### src/rtl/uart_pkg.sv
//------------------------------------------------------------------------------
// Module      : uart_pkg
// Description : Shared definitions for the UART receive/transmit blocks:
//               receiver state encoding, oversampling ratio, bit-timer
//               width and the bit-timer reload helper.
// Revision    : 1.0 - initial release
//------------------------------------------------------------------------------
`default_nettype none

package uart_pkg;

  // Bit-timer ticks per bit, in units of the prescaler period
  localparam int OVERSAMPLE         = 8;
  localparam int DEFAULT_DATA_WIDTH = 8;
  // 16-bit prescaler times 8 fits in 19 bits
  localparam int TIMER_W            = 19;

  typedef enum logic [1:0] {
    RX_IDLE  = 2'd0,
    RX_START = 2'd1,
    RX_DATA  = 2'd2,
    RX_STOP  = 2'd3
  } rx_state_t;

  // Reload value for the down-counting bit timer: a full bit or half a bit,
  // minus one because the sample point is the cycle the counter hits zero.
  function automatic logic [TIMER_W-1:0] bit_ticks(input logic [15:0] prescale,
                                                   input logic        half);
    logic [TIMER_W-1:0] w_full;
    w_full    = TIMER_W'(prescale) * TIMER_W'(OVERSAMPLE);
    bit_ticks = (half ? (w_full >> 1) : w_full) - TIMER_W'(1);
  endfunction

endpackage

`default_nettype wire

### src/rtl/uart_rx_sync_bit.sv
//------------------------------------------------------------------------------
// Module      : sync_bit
// Description : Multi-flop synchroniser for a single asynchronous input.
//               Flops reset to 1 so an idle-high line is not misread as
//               active while reset is released.
// Revision    : 1.0 - initial release
//------------------------------------------------------------------------------
`default_nettype none

module sync_bit #(
  parameter int STAGES = 2
) (
  input  logic clk,
  input  logic rst,
  input  logic d,
  output logic q
);

  generate
    if (STAGES <= 1) begin : g_single
      logic r_sync;

      // Single capture flop
      always_ff @(posedge clk or posedge rst) begin
        if (rst) r_sync <= 1'b1;
        else     r_sync <= d;
      end

      assign q = r_sync;
    end else begin : g_multi
      logic [STAGES-1:0] r_sync;

      // Shift chain; the oldest stage is the synchronised output
      always_ff @(posedge clk or posedge rst) begin
        if (rst) r_sync <= '1;
        else     r_sync <= {r_sync[STAGES-2:0], d};
      end

      assign q = r_sync[STAGES-1];
    end
  endgenerate

endmodule

`default_nettype wire

### src/rtl/uart_rx.sv
//------------------------------------------------------------------------------
// Module      : uart_rx
// Description : 8N1 UART receiver with prescaled oversampling, AXI-stream
//               style byte output, busy / frame-error / overrun status.
// Revision    : 1.0 - initial release
//------------------------------------------------------------------------------
`default_nettype none

module uart_rx
  import uart_pkg::*;
#(
  parameter int DATA_WIDTH  = DEFAULT_DATA_WIDTH,
  parameter int SYNC_STAGES = 2
) (
  input  logic                  clk,
  input  logic                  rst,
  input  logic [15:0]           prescale,
  input  logic                  rxd,
  output logic [DATA_WIDTH-1:0] output_axis_tdata,
  output logic                  output_axis_tvalid,
  input  logic                  output_axis_tready,
  output logic                  rx_busy,
  output logic                  rx_overrun_error,
  output logic                  rx_frame_error
);

  localparam int                 c_BIT_W    = $clog2(DATA_WIDTH + 1);
  localparam logic [c_BIT_W-1:0] c_LAST_BIT = c_BIT_W'(DATA_WIDTH - 1);

  logic                  w_rxs;
  logic                  w_sample;

  rx_state_t             r_state;
  logic [TIMER_W-1:0]    r_timer;
  logic [c_BIT_W-1:0]    r_bit_idx;
  logic [DATA_WIDTH-1:0] r_shift;
  // Cleared by a framing error so a line stuck low is not taken as a new start
  logic                  r_armed;
  logic [DATA_WIDTH-1:0] r_tdata;
  logic                  r_tvalid;
  logic                  r_busy;
  logic                  r_overrun;
  logic                  r_frame_err;

  sync_bit #(
    .STAGES (SYNC_STAGES)
  ) u_sync_rxd (
    .clk (clk),
    .rst (rst),
    .d   (rxd),
    .q   (w_rxs)
  );

  assign w_sample = (r_timer == '0);

  // Receiver FSM, bit timer, shift register and output/status registers
  always_ff @(posedge clk or posedge rst) begin
    if (rst) begin
      r_state     <= RX_IDLE;
      r_timer     <= '0;
      r_bit_idx   <= '0;
      r_shift     <= '0;
      r_armed     <= 1'b1;
      r_tdata     <= '0;
      r_tvalid    <= 1'b0;
      r_busy      <= 1'b0;
      r_overrun   <= 1'b0;
      r_frame_err <= 1'b0;
    end else begin
      r_overrun   <= 1'b0;
      r_frame_err <= 1'b0;

      // Consumer handshake; a same-cycle completion below takes priority
      if (r_tvalid && output_axis_tready) begin
        r_tvalid <= 1'b0;
      end

      case (r_state)
        RX_IDLE: begin
          if (w_rxs) begin
            r_armed <= 1'b1;
          end
          if ((prescale != 16'd0) && r_armed && !w_rxs) begin
            r_timer <= bit_ticks(prescale, 1'b1);
            r_state <= RX_START;
            r_busy  <= 1'b1;
          end
        end

        RX_START: begin
          if (!w_sample) begin
            r_timer <= r_timer - TIMER_W'(1);
          end else if (!w_rxs) begin
            r_timer   <= bit_ticks(prescale, 1'b0);
            r_bit_idx <= '0;
            r_state   <= RX_DATA;
          end else begin
            // Line went back high before mid-start: treat as a glitch
            r_state <= RX_IDLE;
            r_busy  <= 1'b0;
          end
        end

        RX_DATA: begin
          if (!w_sample) begin
            r_timer <= r_timer - TIMER_W'(1);
          end else begin
            r_shift <= {w_rxs, r_shift[DATA_WIDTH-1:1]};
            r_timer <= bit_ticks(prescale, 1'b0);
            if (r_bit_idx == c_LAST_BIT) begin
              r_state <= RX_STOP;
            end else begin
              r_bit_idx <= r_bit_idx + c_BIT_W'(1);
            end
          end
        end

        RX_STOP: begin
          if (!w_sample) begin
            r_timer <= r_timer - TIMER_W'(1);
          end else begin
            r_state <= RX_IDLE;
            r_busy  <= 1'b0;
            if (w_rxs) begin
              r_tdata   <= r_shift;
              r_tvalid  <= 1'b1;
              r_overrun <= r_tvalid && !output_axis_tready;
            end else begin
              r_frame_err <= 1'b1;
              r_armed     <= 1'b0;
            end
          end
        end

        default: begin
          r_state <= RX_IDLE;
          r_busy  <= 1'b0;
        end
      endcase
    end
  end

  assign output_axis_tdata  = r_tdata;
  assign output_axis_tvalid = r_tvalid;
  assign rx_busy            = r_busy;
  assign rx_overrun_error   = r_overrun;
  assign rx_frame_error     = r_frame_err;

endmodule

`default_nettype wire

### config.mk
export PLATFORM = sky130hd
export DESIGN_NAME = uart_rx
export DESIGN_NICKNAME = d
export VERILOG_FILES = /design/src/rtl/uart_pkg.sv /design/src/rtl/uart_rx_sync_bit.sv /design/src/rtl/uart_rx.sv
export SDC_FILE = /design/constraint.sdc
export NUM_CORES = 1
export LEC_CHECK = 0
export BUFFER_PORTS_ARGS = -buffer_cell sky130_fd_sc_hd__buf_4
export CAP_MARGIN = 20
export CORE_UTILIZATION = 54
export DETAILED_ROUTE_END_ITERATION = 7
export GPL_ROUTABILITY_DRIVEN = 0
export HOLD_SLACK_MARGIN = 0.15
export PLACE_DENSITY = 0.82
export SETUP_SLACK_MARGIN = 0.05
export SYNTH_ARGS = -nofsm -noshare
export SYNTH_HDL_FRONTEND = slang
export SYNTH_HIERARCHICAL = 1
export SYNTH_SLANG_ARGS = --single-unit
### constraint.sdc
create_clock -name clk -period 2.2 [get_ports clk]
set_input_delay 0 -clock clk [delete_from_list [all_inputs] [get_ports clk]]
set_output_delay 0 -clock clk [all_outputs]
set_load 0.01 [all_outputs]
==> results.ini <==
[status]
status = complete, but fails checks
violations = negative setup slack

[drt]
drt_iter0_drc = 444
post_drt_wl_per_cell_um = 19.00
dr.pass1.iters = 5
drt_wl_total_um = 9708
drc_errors = 0
post_drt_via_cell_ratio = 6.581
vias = 3363
ant_nets = 0

[yosys]
netlist_area_um2 = 3163
synth_compound_area_share_pct = 19.46
synth_top_family_by_area = simple AND/OR/NAND/NOR gates
synth_mux_area_share_pct = 7.516
ys_seq_area_share_pct = 38.09
yosys.area_share.xor_xnor_pct = 6.369
synth.distinct_cells = 60
synth_simple_gate_area_share_pct = 21.24
yosys-top-cells-area = dfrtp_1 36%, mux2_2 6.4%, nand2_1 4.3%
syn_inst = 350
ys.flop_type = dfrtp_1
synth_top_cells_by_count = 45 x dfrtp_1, 36 x nand2_1, 22 x o21ai_0, 21 x nor2_1
synth_adder_area_share_pct = 3.560
avgSynthCellArea_um2 = 9.037
synth_top_cell_by_area = dfrtp_1
yosysWarnings = 6
syn_nets = 379
synthArstFlopShare_pct = 100.0
yosysMostFrequentCell = dfrtp_1
synth_top_area_share_pct = 35.60
synth-edff-count = 0
ys_seq_elements = 48

[setup_path]
crit_type = reg2reg
required_ps = 2470
crit_fanout = 5
start_kind = register
arrival_ps = 2760
setup.worst_path.end_class = register

[power_and_ir_drop]
irDropWorstVdd_uv = 383.8
power_density_nw_per_um2 = 404.4
power.internal_uw = 1282
power_frac_seq_pct = 52.3
swShare_pct = 24.26
pwr-share-clk_pct = 40.4
leakagePower_uw = 0.001830
power_switching_uw = 410.8
combPwrFrac_pct = 7.3

[global_routing]
grt.overflow.total = 0
use_met2_pct = 53.57
grt_max_degree = 28
grt.busiest_layer = met2
grt_pass1_wl_um = 15320
use_met1_pct = 39.73
grt_use_met3_pct = 7.093
grt.total_usage_pct = 32.10
first_global_vias = 3226
antenna_found_initial = 0

[sta]
final-hold-violation-count = 0
relSlewSlack_pct = 60.13
final_max_slew_viol_count = 0
max_slew.worst_pin.slew_ps = 592.6
min_period_ps = 2487
post-route-period-util_pct = 113.1
setup_ws_ps = -287.2
hold_ws_ps = 148.2
fin_tns_setup_ps = -7882
finalSetupViolations = 40
grt_setup_unrepaired = yes
fmax_ghz = 0.4021
skew_ps = 17.55

[clock_tree]
h-tree-depth = 2
clock_path_buffers = 2
cts-root-buf = clkbuf_8
clk_pin_slew_worst_paths_ps = 110
cts.sink_count = 48
cts_made_buffers = 5
clkLatencyLatePin_ps = 320
tritoncts = yes

[placement]
dp_slack_ps = -316.4
hpwl_um = 6488
place.port_buffers = 31
place_area_um2 = 3830

[layout]
fillers = 375
final_layout_size_suffix_gt1_share_pct = 34.62
antenna_cells = 0
final_nets = 467
area_growth_pct = 32.36
final_area_um2 = 4187

[floorplan]
ios = 32
initial_core_util_pct = 56.75
coreArea_um2 = 5574
die_w_um = 78.54
chipHeight_um = 78.54
rows = 27
die_area_um2 = 6168

[hold_path]
min_path_type = in2reg

[job]
cap_violations = 0

## power groups by stage
stage / Combinational, µW / Sequential, µW / Clock, µW
floorplan: 47.3 / 903 / 0
global placement: 110 / 903 / 0
detailed placement: 113 / 903 / 0
CTS: 121 / 886 / 671
global route: 134 / 886 / 707
finish: 123 / 886 / 684
## placed cells by master, fill, tap and decap left out, drive strengths merged, types with 2 or more instances in the layout
| master | synthesis | final |
|---|---|---|
| xnor2 | 14 | 14 |
| nor3 | 19 | 19 |
| inv | 15 | 15 |
| nand2 | 37 | 37 |
| buf | 5 | 90 |
| clkbuf | 9 | 5 |
| nand4 | 3 | 3 |
| a22o | 7 | 7 |
| or4b | 4 | 4 |
| ha | 9 | 9 |
| o21ai | 24 | 24 |
| nand2b | 3 | 3 |
| or4 | 4 | 4 |
| and2 | 9 | 9 |
| a31oi | 6 | 6 |
| clkinv | 1 | 3 |
| o221ai | 2 | 2 |
| nor4 | 3 | 3 |
| or3 | 6 | 6 |
| nand3 | 10 | 11 |
| mux2i | 2 | 2 |
| nor2 | 21 | 21 |
| o211ai | 6 | 6 |
| dfstp | 3 | 3 |
| o21a | 4 | 4 |
| dlygate4sd3 | 0 | 4 |
| o22ai | 3 | 3 |
| xor2 | 9 | 9 |
| a2bb2oi | 2 | 2 |
| nor3b | 2 | 2 |
| mux2 | 19 | 19 |
| or2 | 2 | 2 |
| dfrtp | 45 | 45 |
| a21oi | 14 | 14 |
| o31ai | 12 | 12 |
| and3 | 2 | 2 |
## cells by family (layout without fill, tap and decap cells)
| group | after synthesis | after routing |
|---|---|---|
| AO/OA/AOI/OAI | 91 | 91 |
| XOR/XNOR | 23 | 23 |
| adder cells (fa/ha/maj) | 9 | 9 |
| buffers and inverters | 30 | 118 |
| flip-flops | 48 | 48 |
| multiplexers | 21 | 21 |
| AND/OR/NAND/NOR | 128 | 129 |
## stage by stage
stage	power [µW]	utilization [%]	std cells
2_1_floorplan	950.0	-	350
3_3_place_gp	1013	68.71	490
3_5_place_dp	1016	68.71	490
4_1_cts	1677	74.21	508
5_1_grt	1727	75.11	511
6_report	1693	75.11	511
## final timing paths
check	from	endpoint	slack (ps)	cells past startpoint
setup / recovery	r_timer[1]$_DFFE_PP0P_	r_timer[11]$_DFFE_PP0P_	-290	6
hold / removal	prescale[13]	r_timer[15]$_DFFE_PP0P_	150	4
setup reg to reg	r_timer[1]$_DFFE_PP0P_	r_timer[11]$_DFFE_PP0P_	-290	6
hold reg to reg	u_sync_rxd/g_multi.r_sync[0]$_DFF_PP1_	u_sync_rxd/g_multi.r_sync[1]$_DFF_PP1_	350	0
max in group asynchronous	rst	r_timer[3]$_DFFE_PP0P_	1300	4
min in group asynchronous	rst	u_sync_rxd/g_multi.r_sync[1]$_DFF_PP1_	270	3
## worst max-delay path: stages, from the launching register on
cell and delay (ps):
dfrtp_1 430, or4_4 550, or4_4 480, or3_4 360, mux2_4 270, o221ai_2 170
a22o_1 160
## flip-flops by register name, indices dropped and copies added, names as in the netlist, named ones only
name	cells
output_axis_tdata	8
rx_overrun_error	1
r_shift	8
u_sync_rxd/g_multi.r_sync	2
rx_busy	1
output_axis_tvalid	1
r_state	1
r_armed	1
r_bit_idx	4
r_timer	19
rx_frame_error	1
## per-layer routing
metal / part of all wire [%] / wire length, µm
met4: 4.4 / 429
met1: 39 / 3770
met5: 0 / 0
met2: 48 / 4689
met3: 8.4 / 818
## cell type report
class	instances	area, µm²	share of cell area, %
multi-input combinational	273	1979	47.28
timing repair buffer	94	734.5	17.54
clock inverter	3	47.55	1.136
clock buffer	5	68.82	1.644
inverter	16	60.06	1.435
tap	72	90.09	2.152
sequential	48	1206	28.81
## repair_timing
| item | in CTS | in global routing |
|---|---|---|
| buffers inserted | 5 | 3 |
| hold buffers | 4 | 0 |
| endpoints found under the setup margin | 42 | 43 |
| endpoints found under the hold margin | 31 | 0 |
| pin swaps | 8 | 6 |
| resized for setup | 24 | 7 |
| gates cloned | 1 | 0 |
No activity file was read; power rests on OpenSTA's default activity.
